`src/rtl/bslfsr_pkg.sv`:
```
// Shared types and constants for the bit-swapping LFSR test-pattern generator.
// Imported by the swap network and the top-level generator.
package bslfsr_pkg;

  typedef enum logic [1:0] {
    IDLE = 2'd0,
    RUN  = 2'd1,
    DONE = 2'd2
  } state_t;

  // Legacy 8-bit feedback: s[0] ^ s[7]
  localparam logic [7:0] DEFAULT_TAPS = 8'h81;

endpackage

```
`src/rtl/bslfsr_swap.sv`:
```
// Combinational pair-swap network: exchanges (s[2k], s[2k+1]) below the control bit
// when enabled; the control bit and any unpaired bit pass straight through.
module bslfsr_swap #(
  parameter int WIDTH = 8
) (
  input  logic [WIDTH-1:0] s,
  input  logic             en,
  output logic [WIDTH-1:0] pattern
);

  // Pairs live strictly below the MSB control bit.
  localparam int NP = (WIDTH - 1) / 2;

  for (genvar k = 0; k < NP; k++) begin : g_pair
    assign pattern[2*k]   = en ? s[2*k+1] : s[2*k];
    assign pattern[2*k+1] = en ? s[2*k]   : s[2*k+1];
  end

  for (genvar i = 2*NP; i < WIDTH; i++) begin : g_pass
    assign pattern[i] = s[i];
  end

endmodule

```
`src/rtl/bslfsr_gen.sv`:
```
// Parametrised bit-swapping LFSR pattern generator with seed load, run-length control
// and a valid/ready output handshake.
module bslfsr_gen
  import bslfsr_pkg::*;
#(
  parameter int               WIDTH      = 8,
  parameter logic [WIDTH-1:0] TAPS       = WIDTH'(DEFAULT_TAPS),
  parameter int               CNT_W      = 16,
  parameter logic [WIDTH-1:0] RESET_SEED = '1
) (
  input  logic             clk,
  input  logic             set,
  input  logic             start,
  input  logic             stop,
  input  logic             load,
  input  logic [WIDTH-1:0] seed,
  input  logic             bs_en,
  input  logic [CNT_W-1:0] run_len,
  input  logic             out_ready,
  output logic             out_valid,
  output logic [WIDTH-1:0] pattern,
  output logic             busy,
  output logic             done,
  output logic             seed_err,
  output logic [CNT_W-1:0] count
);

  state_t           state, state_nx;
  logic [WIDTH-1:0] s;
  logic [WIDTH-1:0] s_shift;
  logic [WIDTH-1:0] load_val;
  logic [CNT_W-1:0] len;
  logic [CNT_W-1:0] cnt_inc;
  logic             fb;
  logic             accept;
  logic             last;
  logic             seed_zero;
  logic             idle_load;
  logic             idle_start;

  // Counter increments stick at all-ones so free-running runs never wrap.
  function automatic logic [CNT_W-1:0] sat_inc(input logic [CNT_W-1:0] v);
    if (v == {CNT_W{1'b1}})
      return v;
    return v + CNT_W'(1);
  endfunction

  assign fb        = ^(s & TAPS);
  assign s_shift   = {s[WIDTH-2:0], fb};
  assign seed_zero = (seed == '0);
  assign load_val  = seed_zero ? RESET_SEED : seed;

  assign idle_load  = (state == IDLE) && load;
  assign idle_start = (state == IDLE) && start;
  assign accept     = (state == RUN) && out_ready;
  assign cnt_inc    = sat_inc(count);
  assign last       = accept && (len != '0) && (cnt_inc == len);

  assign out_valid = (state == RUN);
  assign busy      = (state == RUN);
  assign done      = (state == DONE);

  bslfsr_swap #(
    .WIDTH(WIDTH)
  ) u_swap (
    .s      (s),
    .en     (bs_en & ~s[WIDTH-1]),
    .pattern(pattern)
  );

  always_comb begin
    state_nx = state;
    case (state)
      IDLE: if (start) state_nx = RUN;
      // stop wins over a completing accept: aborted runs never pulse done
      RUN: begin
        if (stop)      state_nx = IDLE;
        else if (last) state_nx = DONE;
      end
      DONE:    state_nx = IDLE;
      default: state_nx = IDLE;
    endcase
  end

  always_ff @(posedge clk) begin
    if (set) begin
      state    <= IDLE;
      s        <= RESET_SEED;
      count    <= '0;
      len      <= '0;
      seed_err <= 1'b0;
    end else begin
      state <= state_nx;

      // A load coinciding with start seeds the run that starts in the same cycle.
      if (idle_load) begin
        s        <= load_val;
        seed_err <= seed_zero;
      end else if (accept) begin
        s <= s_shift;
      end

      if (idle_start) begin
        len   <= run_len;
        count <= '0;
      end else if (accept) begin
        count <= cnt_inc;
      end
    end
  end

endmodule

```
`config.mk`:
```
export PLATFORM = sky130hd
export DESIGN_NAME = bslfsr_gen
export DESIGN_NICKNAME = d
export VERILOG_FILES = /design/src/rtl/bslfsr_pkg.sv /design/src/rtl/bslfsr_swap.sv /design/src/rtl/bslfsr_gen.sv
export SDC_FILE = /design/constraint.sdc
export NUM_CORES = 1
export LEC_CHECK = 0
export ABC_CLOCK_PERIOD_IN_PS = 6100
export CORE_ASPECT_RATIO = 0.75
export CORE_MARGIN = 1.5
export CORE_UTILIZATION = 45
export DETAILED_ROUTE_END_ITERATION = 8
export DONT_BUFFER_PORTS = 1
export PLACE_DENSITY = 0.56
export SKIP_LAST_GASP = 1
export SLEW_MARGIN = 20
export SYNTH_ARGS = -nofsm -noshare
export SYNTH_HDL_FRONTEND = slang
export SYNTH_SLANG_ARGS = --single-unit
```
`constraint.sdc`:
```
create_clock -name clk -period 6.1 [get_ports clk]
set_input_delay 1.22 -clock clk [delete_from_list [all_inputs] [get_ports clk]]
set_output_delay 1.22 -clock clk [all_outputs]
set_load 0.03 [all_outputs]
```
==> implementation parameters <==
Parameter                              Value

Power
  Maximum vdd ir drop    0.000168 V
  Power consumption    0.654 mW
  Leakage component of the power    0.934 nW
  Pwr Density    between 200 and 250 nW/um2

Logic synthesis
  Compound-Gate Fraction of Synth Area    20.5%
  Distinct cells, synth    51
  Warning count from the yosys run    0
  Commonest register cell after synthesis    sky130_fd_sc_hd__dfxtp_1
  Count of flip-flops with a built-in enable after synthesis    0
  Syn avg cell area    7.47 um2
  Multiplexer share of the synthesized area    approximately 1.2%
  Synthesized area    2560 um2
  Sequential area share after synthesis    about a third
  Post-Syn Nets    about 370
  Adder-cell share of the synthesized area    0.489%
  Post-synthesis share of cell area spent on and, or, nand and nor gates    30.2%
  Xor/xnor cell area share of the yosys netlist    8.57%
  Register bit total from synthesis    43
  Main combinational cell family by area after synthesis    simple AND/OR/NAND/NOR gates
  Syn Inst Count    roughly 340
  Async S/R FF share, synth    0%

Clocking
  Cts-stage hold buffer count    0
  Latest clock arrival within the worst-skew pair    290 ps
  Clock Tree Root    sky130_fd_sc_hd__clkbuf_8
  Setup Buffers After CTS    0
  Clock tree from TritonCTS    done
  TritonCTS buffer count    5
  Number of levels in the clock H-tree    2
  Clock slew at the register clock pins of the worst setup and hold paths    approximately 90 ps
  # resized after CTS    0
  Maximum clock insertion buffer count    2
  Clock sink total    43

Timing
  Setup Skew    4.45 ps
  Post-route fraction of the period consumed by the critical path    55.0%
  RSZ-0062 raised after global routing    no
  Slew Viols, Final    0
  Least-Margin Pin Slew    a little over 900 ps
  Minimum clock period after layout    about 3400 ps
  Count of endpoints failing hold in the final timing report    0
  Remaining max-slew budget at the tightest pin    around 39%
  Final setup violation count    0
  Setup_tns    0 ps
  Post-route worst hold slack    496 ps
  Final worst slack    2740 ps
  Peak clock frequency supported by timing    298 MHz

Worst setup path
  Cell Chain, Critical Path    nor2b_1 -> o21ai_0
  Cell family with most CP delay    compound AO/OA/AOI/OAI gates
  Endpoint required time on the critical path    4880 ps
  Crit-path max cell delay    750 ps
  CP Launch Type    primary input
  Critical path class    primary input to output pin
  Slowest cell on the critical path    sky130_fd_sc_hd__o21ai_0
  CP Max Fanout    6
  Kind of capture point of the worst setup path    output pin
  Number of buffer and inverter instances along the worst setup path    0
  Worst path arrival time    2140 ps

Placed design
  Number of cells in the design after placement    around 400
  Count of buffers from port buffering    0
  Pre-CTS WS    2740 ps
  Final GP Congestion    between 0.9 and 1
  Final HPWL from detailed placement    5.14 mm

Routing
  Average routed wire per standard cell    17.0 um
  Drc violations    0
  Number of antenna-violating nets in the routed design    0
  First drt pass iteration count    5
  Number of design-rule violations left by the first detailed-router iteration    174
  DRT Wirelength    6.86 mm
  Via count    between 2,000 and 2,500
  Average via count per standard cell    6.00

Floorplan
  Die Height    between 60 and 70 um
  Placeable core region    5410 um2
  Initial Utilization    47.2%
  Number of placement rows    23
  Die area    between 6000 and 7000 um2
  Top Ports    59
  Die width    90.0 um

GRT
  First-pass GRT wire length    10.9 mm
  Global routing usage summed across all routing layers    between 20% and 30%
  Remaining global-route overflow    0
  Largest net degree at the start of global routing    26
  Vias in the first global route    2,089
  Antenna violations before repair    0

Status
  Outcome    finished clean

Cells and area
  Antenna cell count    0
  Filler-free cell count of the finished design    about 400
  Share of layout cells above drive strength 1    5.47%
  Layout overhead on the synthesized area    4.75%
  Post-layout nets    360

Run
  Max capacitance violation total    0

Hold path
  Type of the tightest min-delay check    flip-flop to flip-flop
-- per-stage QoR --
step           utilization [%]  area [um2]
6_report                  49.5        2680
5_1_grt                   49.5        2680
4_1_cts                   49.5        2680
3_5_place_dp              47.0        2540
3_3_place_gp              47.0        2540
2_1_floorplan                -        2560
-- power by group --
part           internal [mW]  switching [mW]  total (mW)
Combinational         0.0247          0.0505      0.0752
Clock                  0.163           0.103       0.266
Sequential             0.293          0.0195       0.313
Total                  0.481           0.173       0.654
-- final timing paths --
check                         from                    end  slack, ps  depth (start not counted)
min reg2reg    len[1]$_SDFFE_PP0P_    len[1]$_SDFFE_PP0P_        500                          2
min            len[1]$_SDFFE_PP0P_    len[1]$_SDFFE_PP0P_        500                          2
max reg2reg  count[0]$_SDFFE_PP0P_  state[0]$_SDFFE_PP0P_       2780                          8
max                          bs_en             pattern[0]       2740                          2
-- flip-flops by register name (all words and copies together) (netlist names) --
register and flops:
count 16, len 16, s 8, seed_err 1
state 2
-- cells in the mapped netlist, types with 3 or more instances --
master	instances	area (um2)
sky130_fd_sc_hd__a21oi_1	40	200
sky130_fd_sc_hd__nor4_1	10	62.6
sky130_fd_sc_hd__o21ai_0	16	80.1
sky130_fd_sc_hd__o211ai_1	4	30.0
sky130_fd_sc_hd__nand3_1	6	30.0
sky130_fd_sc_hd__o2111ai_1	3	26.3
sky130_fd_sc_hd__nand4_1	8	50.1
sky130_fd_sc_hd__buf_2	6	30.0
sky130_fd_sc_hd__and3_1	4	25.0
sky130_fd_sc_hd__nor2_1	38	143
sky130_fd_sc_hd__a311oi_1	4	35.0
sky130_fd_sc_hd__nor2b_1	5	31.3
sky130_fd_sc_hd__o31ai_1	3	22.5
sky130_fd_sc_hd__inv_1	4	15.0
sky130_fd_sc_hd__buf_4	6	45.0
sky130_fd_sc_hd__mux2i_1	3	30.0
sky130_fd_sc_hd__nor3_1	4	20.0
sky130_fd_sc_hd__dfxtp_1	43	861
sky130_fd_sc_hd__and2_1	3	18.8
sky130_fd_sc_hd__nand2_1	62	233
sky130_fd_sc_hd__clkbuf_1	9	33.8
sky130_fd_sc_hd__xor2_1	11	96.3
sky130_fd_sc_hd__xnor2_1	14	123
-- layout by cell type, fill, tap and decap left out, drive strengths merged, types with 2 or more instances in the layout --
cell type   n
nand4      10
or4         3
xor2       11
a211oi      2
nor2b       5
dfxtp      43
o21ai      16
nor3        4
buf         2
nor2       38
o31ai       3
a31oi       2
nand3       7
bufinv      2
o2111ai     3
nand2      62
xnor2      14
a311oi      4
nor3b       2
or3         2
a32oi       2
inv         4
and3        4
o211ai      4
a21oi      40
o22ai       2
nor4       11
mux2i       3
clkbuf      5
a31o        2
and2        3
-- cell families after synthesis --
group                    count (synthesis)
flip-flops                              43
AND/OR/NAND/NOR                        157
XOR/XNOR                                25
AO/OA/AOI/OAI                           86
multiplexers                             3
adder cells (fa/ha/maj)                  1
buffers and inverters                   27
-- routing by layer --
metal | up-vias | share of wire, % | GRT usage [%]
li1 | 1190 | - | -
met1 | 1147 | 51 | 33.5
met2 | 84 | 41 | 33.4
met3 | 4 | 6.7 | 4.33
met4 | 0 | 0.76 | 3.77
met5 | - | 0 | 0
-- cell type report --
type | instances | area, um2
Multi-Input combinational cell | 272 | 1560
Clock buffer | 5 | 68.8
Inverter | 4 | 15.0
Tap cell | 75 | 93.8
Sequential cell | 43 | 861
Timing Repair Buffer | 2 | 15.0
Fill cell | 589 | 2730
Clock inverter | 3 | 67.6
(Power assumes the default switching activity.)
==> RTL edit 1: new RTL, config.mk and constraints unchanged <==
Put one more register stage on the output `count`, without a reset. The value now appears one clock later. The other outputs are not delayed to match.
--- a/src/rtl/bslfsr_gen.sv
+++ b/src/rtl/bslfsr_gen.sv
@@ -25,4 +25,6 @@
   output logic [CNT_W-1:0] count
 );
+
+  logic [CNT_W-1:0] count_s0;
 
   state_t           state, state_nx;
@@ -54,5 +56,5 @@
   assign idle_start = (state == IDLE) && start;
   assign accept     = (state == RUN) && out_ready;
-  assign cnt_inc    = sat_inc(count);
+  assign cnt_inc    = sat_inc(count_s0);
   assign last       = accept && (len != '0) && (cnt_inc == len);
 
@@ -87,5 +89,5 @@
       state    <= IDLE;
       s        <= RESET_SEED;
-      count    <= '0;
+      count_s0 <= '0;
       len      <= '0;
       seed_err <= 1'b0;
@@ -103,11 +105,15 @@
       if (idle_start) begin
         len   <= run_len;
-        count <= '0;
+        count_s0 <= '0;
       end else if (accept) begin
-        count <= cnt_inc;
+        count_s0 <= cnt_inc;
       end
     end
   end
 
+  always_ff @(posedge clk) begin
+    count <= count_s0;
+  end
+
 endmodule
 
Behaviour: not the same (a bounded check fails within 4 cycles, from zero or initial values).
==> RTL edit 1 against the unedited design <==
  * The flow now finishes with violations (DRC)
  * Final area increased by 21%
  * Fmax about the same
  * Setup slack about the same
  * Synthesized area increased by 21%
  * Sequential share of layout area increased by 4.3 points
  * Routed wire length increased by 8.0%
  * Core utilization increased by 0.56 points
  * Power increased by 34%
  * Clock power increased by 41%
  * Synthesized cell count increased by 12%
  * Worst hold slack got worse by 0.044 ns
  * Sequential cell count increased by 16
  * First-iteration DRC count decreased by 38%
  * Highest routed layer unchanged
==> RTL edit 1: results (changes against the unedited design) <==
| Metric | Value |
|---|---|
| Placed cell area | `3033 µm² (+19%)` |
| Main area contributors after synthesis | `dfxtp_1 38%, nand2_1 8.4%, a21oi_1 6.8%` |
| Worst-margin pin slew | `0.9197 ns (+0.007446 ns)` |
| Vias in the first global route | `2440 (+17%)` |
| Clk slew on worst S/H paths | `0.06 ns (-0.03 ns)` |
| First-pass GRT wire length | `12270 µm (+12%)` |
| Pin count of the biggest net entering global routing | `25 (-3.8%)` |
| Global Route Usage Sum | `0.2181 (-0.005549)` |
| Sequential cell area share | `0.3645 (+0.04298)` |
| Synth cell types | `58 (+14%)` |
| Layout Nets | `401 (+11%)` |
| Status | `complete, but fails checks` |
| Multi-In Gates | `294 (+8.1%)` |
| Pleak | `1.142 nW (+22%)` |
| Htree depth | `3 (+1)` |
| Non-clk buf share | `0 (-0.005607)` |
| Pwr dens | `270.2 nW/µm² (+11%)` |
| Layout cells sized above 1 | `0.09358 (+0.03887)` |
| Top flop regs | `count: 16 flops, count_s0: 16 flops, len: 16 flops` |
| Peak VDD IR | `0.1205 mV (-28%)` |
| DRC Markers | `3 (+3)` |
| Syn_nets | `414 (+11%)` |
| Post-Route Skew | `0.008190 ns (+0.003740 ns)` |
| Via count | `2634 (+8.6%)` |
| Inverters | `5 (+1)` |
| Top post-synthesis cells by count | `69 x nand2_1, 59 x dfxtp_1, 42 x a21oi_1` |
| Failing checks | `DRC` |
| GP Congestion | `0.8775 (-9.1%)` |
| Drt total wl | `7403 µm (+8.0%)` |
| Fraction of area in multi-input gates | `0.5344 (-0.04694)` |
| Clk_buf instances | `10 (+5)` |
| Buffers excl. clock | `0 (-2)` |
## RTL edit 1: report_power, final
group | switching (mW) | leakage, nW | internal, mW
Clock | 0.149 | 0.110 | 0.227
Combinational | 0.0547 | 0.552 | 0.0273
Sequential | 0.0197 | 0.480 | 0.398
## RTL edit 1: final timing paths
check                                          startpoint               endpoint  cells past startpoint  slack [ns]
worst max-delay path                                bs_en             pattern[0]                      2        2.74
worst min-delay path            count_s0[14]$_SDFFE_PP0P_      count[14]$_DFF_P_                      0        0.45
worst max register to register   count_s0[1]$_SDFFE_PP0P_  state[1]$_SDFFE_PP0P_                      8        3.26
worst min register to register  count_s0[14]$_SDFFE_PP0P_      count[14]$_DFF_P_                      0        0.45
## RTL edit 1: per-layer routing
metal / part of all wire / global-route usage / vias up
met5: 0 / 0 / -
met3: 0.066 / 0.06314 / 8
met1: 0.49 / 0.2979 / 1214
li1: - / - / 1336
met2: 0.43 / 0.3302 / 76
met4: 0.015 / 0.08571 / 0
## RTL edit 1: metrics by stage
stage | total power, mW | hold slack (ns) | cells | util | worst slack [ns]
final | 0.8758 | 0.4525 | 455 | 0.5005 | 2.744
after global routing | 0.9160 | 0.4684 | 455 | 0.5005 | 2.675
after CTS | 0.8865 | 0.4492 | 455 | 0.5005 | 2.743
after detailed placement | 0.5084 | 0.4384 | 439 | 0.4684 | 2.744
after global placement | 0.5068 | 0.4426 | 439 | 0.4684 | 2.747
after floorplan | 0.4941 | 0.3258 | 382 | - | 2.804
## RTL edit 1: cell families (layout without fill, tap and decap cells)
family	count (synthesis)	count (layout)	share of synthesized area
compound gates	92	92	0.1742
xor+xnor	21	21	0.05954
fa+ha+maj	1	1	0.004050
buf+inv	29	21	0.05711
flops	59	59	0.3823
mux	3	3	0.01013
simple gates	177	177	0.3127
==> RTL edit 2: new RTL, same flow settings <==
Made on the original files. Set the parameter `CNT_W` to 14 (it was 16).
--- a/src/rtl/bslfsr_gen.sv
+++ b/src/rtl/bslfsr_gen.sv
@@ -6,5 +6,5 @@
   parameter int               WIDTH      = 8,
   parameter logic [WIDTH-1:0] TAPS       = WIDTH'(DEFAULT_TAPS),
-  parameter int               CNT_W      = 16,
+  parameter int               CNT_W      = 14,
   parameter logic [WIDTH-1:0] RESET_SEED = '1
 ) (
Interface: changed (resized count and run_len); port bits go from 59 to 55. No check against the original RTL was run, so the function may have changed too.
==> RTL edit 2 against the unedited design <==
  * Worst hold slack got worse by 0.013 ns
  * Synthesized area fell by 8.5%
  * Core utilization shrank 0.85 points
  * Critical path type unchanged
  * Setup slack better by 0.28 ns
  * Die area shrank 8.2%
  * Sequential cell count is 4 lower
  * Final area shrank 10%
  * Routed wire length decreased by 13%
  * Power shrank 13%
==> RTL edit 2: results (changes against the unedited design) <==
| Metric | Value |
|---|---|
| Status | `finished, final reports clean` |
| Vias in the first global route | `1932 (-7.5%)` |
| Worst hold endpoint | `len[10]$_SDFFE_PP0P_` |
| Ratio of final minimum period to clock period | `0.5039 (-0.04635)` |
| Main area contributors after synthesis | `dfxtp_1 33%, nand2_1 12%, xnor2_1 5.2%` |
| Hold Crit Depth | `2 (unchanged)` |
| Crit path max-delay family | `simple AND/OR/NAND/NOR gates` |
| Global Route Usage Sum | `0.2248 (+0.001109)` |
| Post-DP HPWL | `4484 µm (-13%)` |
| IO Port Bufs | `0 (unchanged)` |
| Pin count of the biggest net entering global routing | `26 (unchanged)` |
| Post-Route Skew | `0.002057 ns (-0.002393 ns)` |
| Hold Crit Start | `len[10]$_SDFFE_PP0P_` |
| Layout fillers | `508 (-14%)` |
| Top post-synthesis cells by count | `75 x nand2_1, 39 x dfxtp_1, 27 x nor2_1` |
| YS warnings | `0 (unchanged)` |
| Seq/Total Area, Yosys | `0.3337 (-0.003070)` |
| Ys flop type | `dfxtp_1` |
| Worst hold path type | `reg2reg` |
| First-pass GRT wire length | `9784 µm (-10%)` |
| Crit path DAT | `1.85 ns (-0.29 ns)` |
| Xor/xnor share of the synthesized area | `0.09733 (+0.01167)` |
| Layout cells sized above 1 | `0.06271 (+0.007995)` |
| First-iteration detailed-routing DRC count | `210 (+21%)` |
| Worst-case clock buffer depth | `2 (unchanged)` |
| Layout Nets | `333 (-7.5%)` |
| Worst-margin pin slew | `0.7384 ns (-0.1738 ns)` |
| Synth cell types | `47 (-7.8%)` |
| Pre-CTS WS | `3.033 ns (+0.2908 ns)` |
| Crit-path max cell delay | `0.30 ns (-0.45 ns)` |
| R2R Setup Slk | `3.10 ns (+0.32 ns)` |
| Via count | `2133 (-12%)` |
| Syn_nets | `344 (-8.0%)` |
| Worst-Skew Late Latency | `0.29 ns (about the same)` |
| Top flop regs | `count: 14 flops, len: 14 flops, s: 8 flops` |
| GP Congestion | `0.8264 (-14%)` |
| Async S/R FF share, synth | `0 (unchanged)` |
| Crit path max fanout | `6 (unchanged)` |
| Post-CTS Setup Inserts | `0 (unchanged)` |
| Router iterations before antenna repair | `4 (-1)` |
| Synth Area in Compound Gates | `0.1305 (-0.07412)` |
| Post-synthesis adder-cell area fraction | `0.005348 (+0.0004528)` |
| Peak VDD IR | `0.1067 mV (-36%)` |
| Reg2reg start | `count[1]$_SDFFE_PP0P_` |
| Slowest CP cell | `nor2b_1` |
| Worst hold slack | `0.4831 ns (-0.01297 ns)` |
| Antenna diodes | `0 (unchanged)` |
| R2r endpoint | `state[0]$_SDFFE_PP0P_` |
| Pleak | `0.8713 nW (-6.7%)` |
| Drt total wl | `5999 µm (-13%)` |
| Net Switching | `0.1583 mW (-8.6%)` |
| Path depth of the worst reg2reg path | `8 (unchanged)` |
| Multiplexer share of the synthesized area | `0.01711 (+0.005365)` |
-- RTL edit 2: worst max-delay path by stage --
stage                          start  cells after the start                     to
5_1_grt        count[1]$_SDFFE_PP0P_                      8  state[0]$_SDFFE_PP0P_
4_1_cts                        bs_en                      3             pattern[3]
3_5_place_dp                   bs_en                      3             pattern[3]
3_3_place_gp                   bs_en                      3             pattern[5]
2_1_floorplan                  bs_en                      3             pattern[0]
6_report                       bs_en                      3             pattern[3]
-- RTL edit 2: cell type report --
cell class	count	area, µm²	share of cell area
clock buffer	5	68.82	0.02856
clock inverter	2	37.54	0.01558
inverter	1	3.754	0.001558
multi-input combinational	255	1436	0.5961
sequential	39	780.7	0.3240
tap	60	75.07	0.03115
timing repair buffer	1	7.507	0.003115
-- RTL edit 2: power by group through the flow --
stage / Sequential, mW / Clock [mW] / Combinational [mW]
after CTS: 0.281 / 0.217 / 0.0732
after floorplan: 0.280 / 0 / 0.0691
after global placement: 0.287 / 0 / 0.0724
after global routing: 0.283 / 0.229 / 0.0826
final: 0.281 / 0.214 / 0.0734
after detailed placement: 0.287 / 0 / 0.0729
-- RTL edit 2: tightest hold or removal path, stage by stage, from the launching register on --
cell and delay (ns):
dfxtp_1 0.34, nand2_1 0.06, a21oi_1 0.05
-- RTL edit 2: stage by stage --
step | util | instance area [µm²] | cells | total power, mW
6_report | 0.4864 | 2410 | 363 | 0.5687
5_1_grt | 0.4864 | 2410 | 363 | 0.5946
4_1_cts | 0.4864 | 2410 | 363 | 0.5712
3_5_place_dp | 0.4649 | 2303 | 356 | 0.3601
3_3_place_gp | 0.4649 | 2303 | 356 | 0.3594
2_1_floorplan | - | 2340 | 314 | 0.3493
-- RTL edit 2: kinds of logic after synthesis --
logic type / count (synthesis)
multiplexers: 4
AND/OR/NAND/NOR: 175
XOR/XNOR: 26
AO/OA/AOI/OAI: 49
adder cells (fa/ha/maj): 1
flip-flops: 39
buffers and inverters: 20
-- RTL edit 2: layer usage --
layer	vias up	wire length, µm	GRT usage
met3	4	524	0.06407
met4	0	42	0.06250
met5	-	0	0
met2	83	2235	0.2884
li1	1072	-	-
met1	974	3196	0.3535
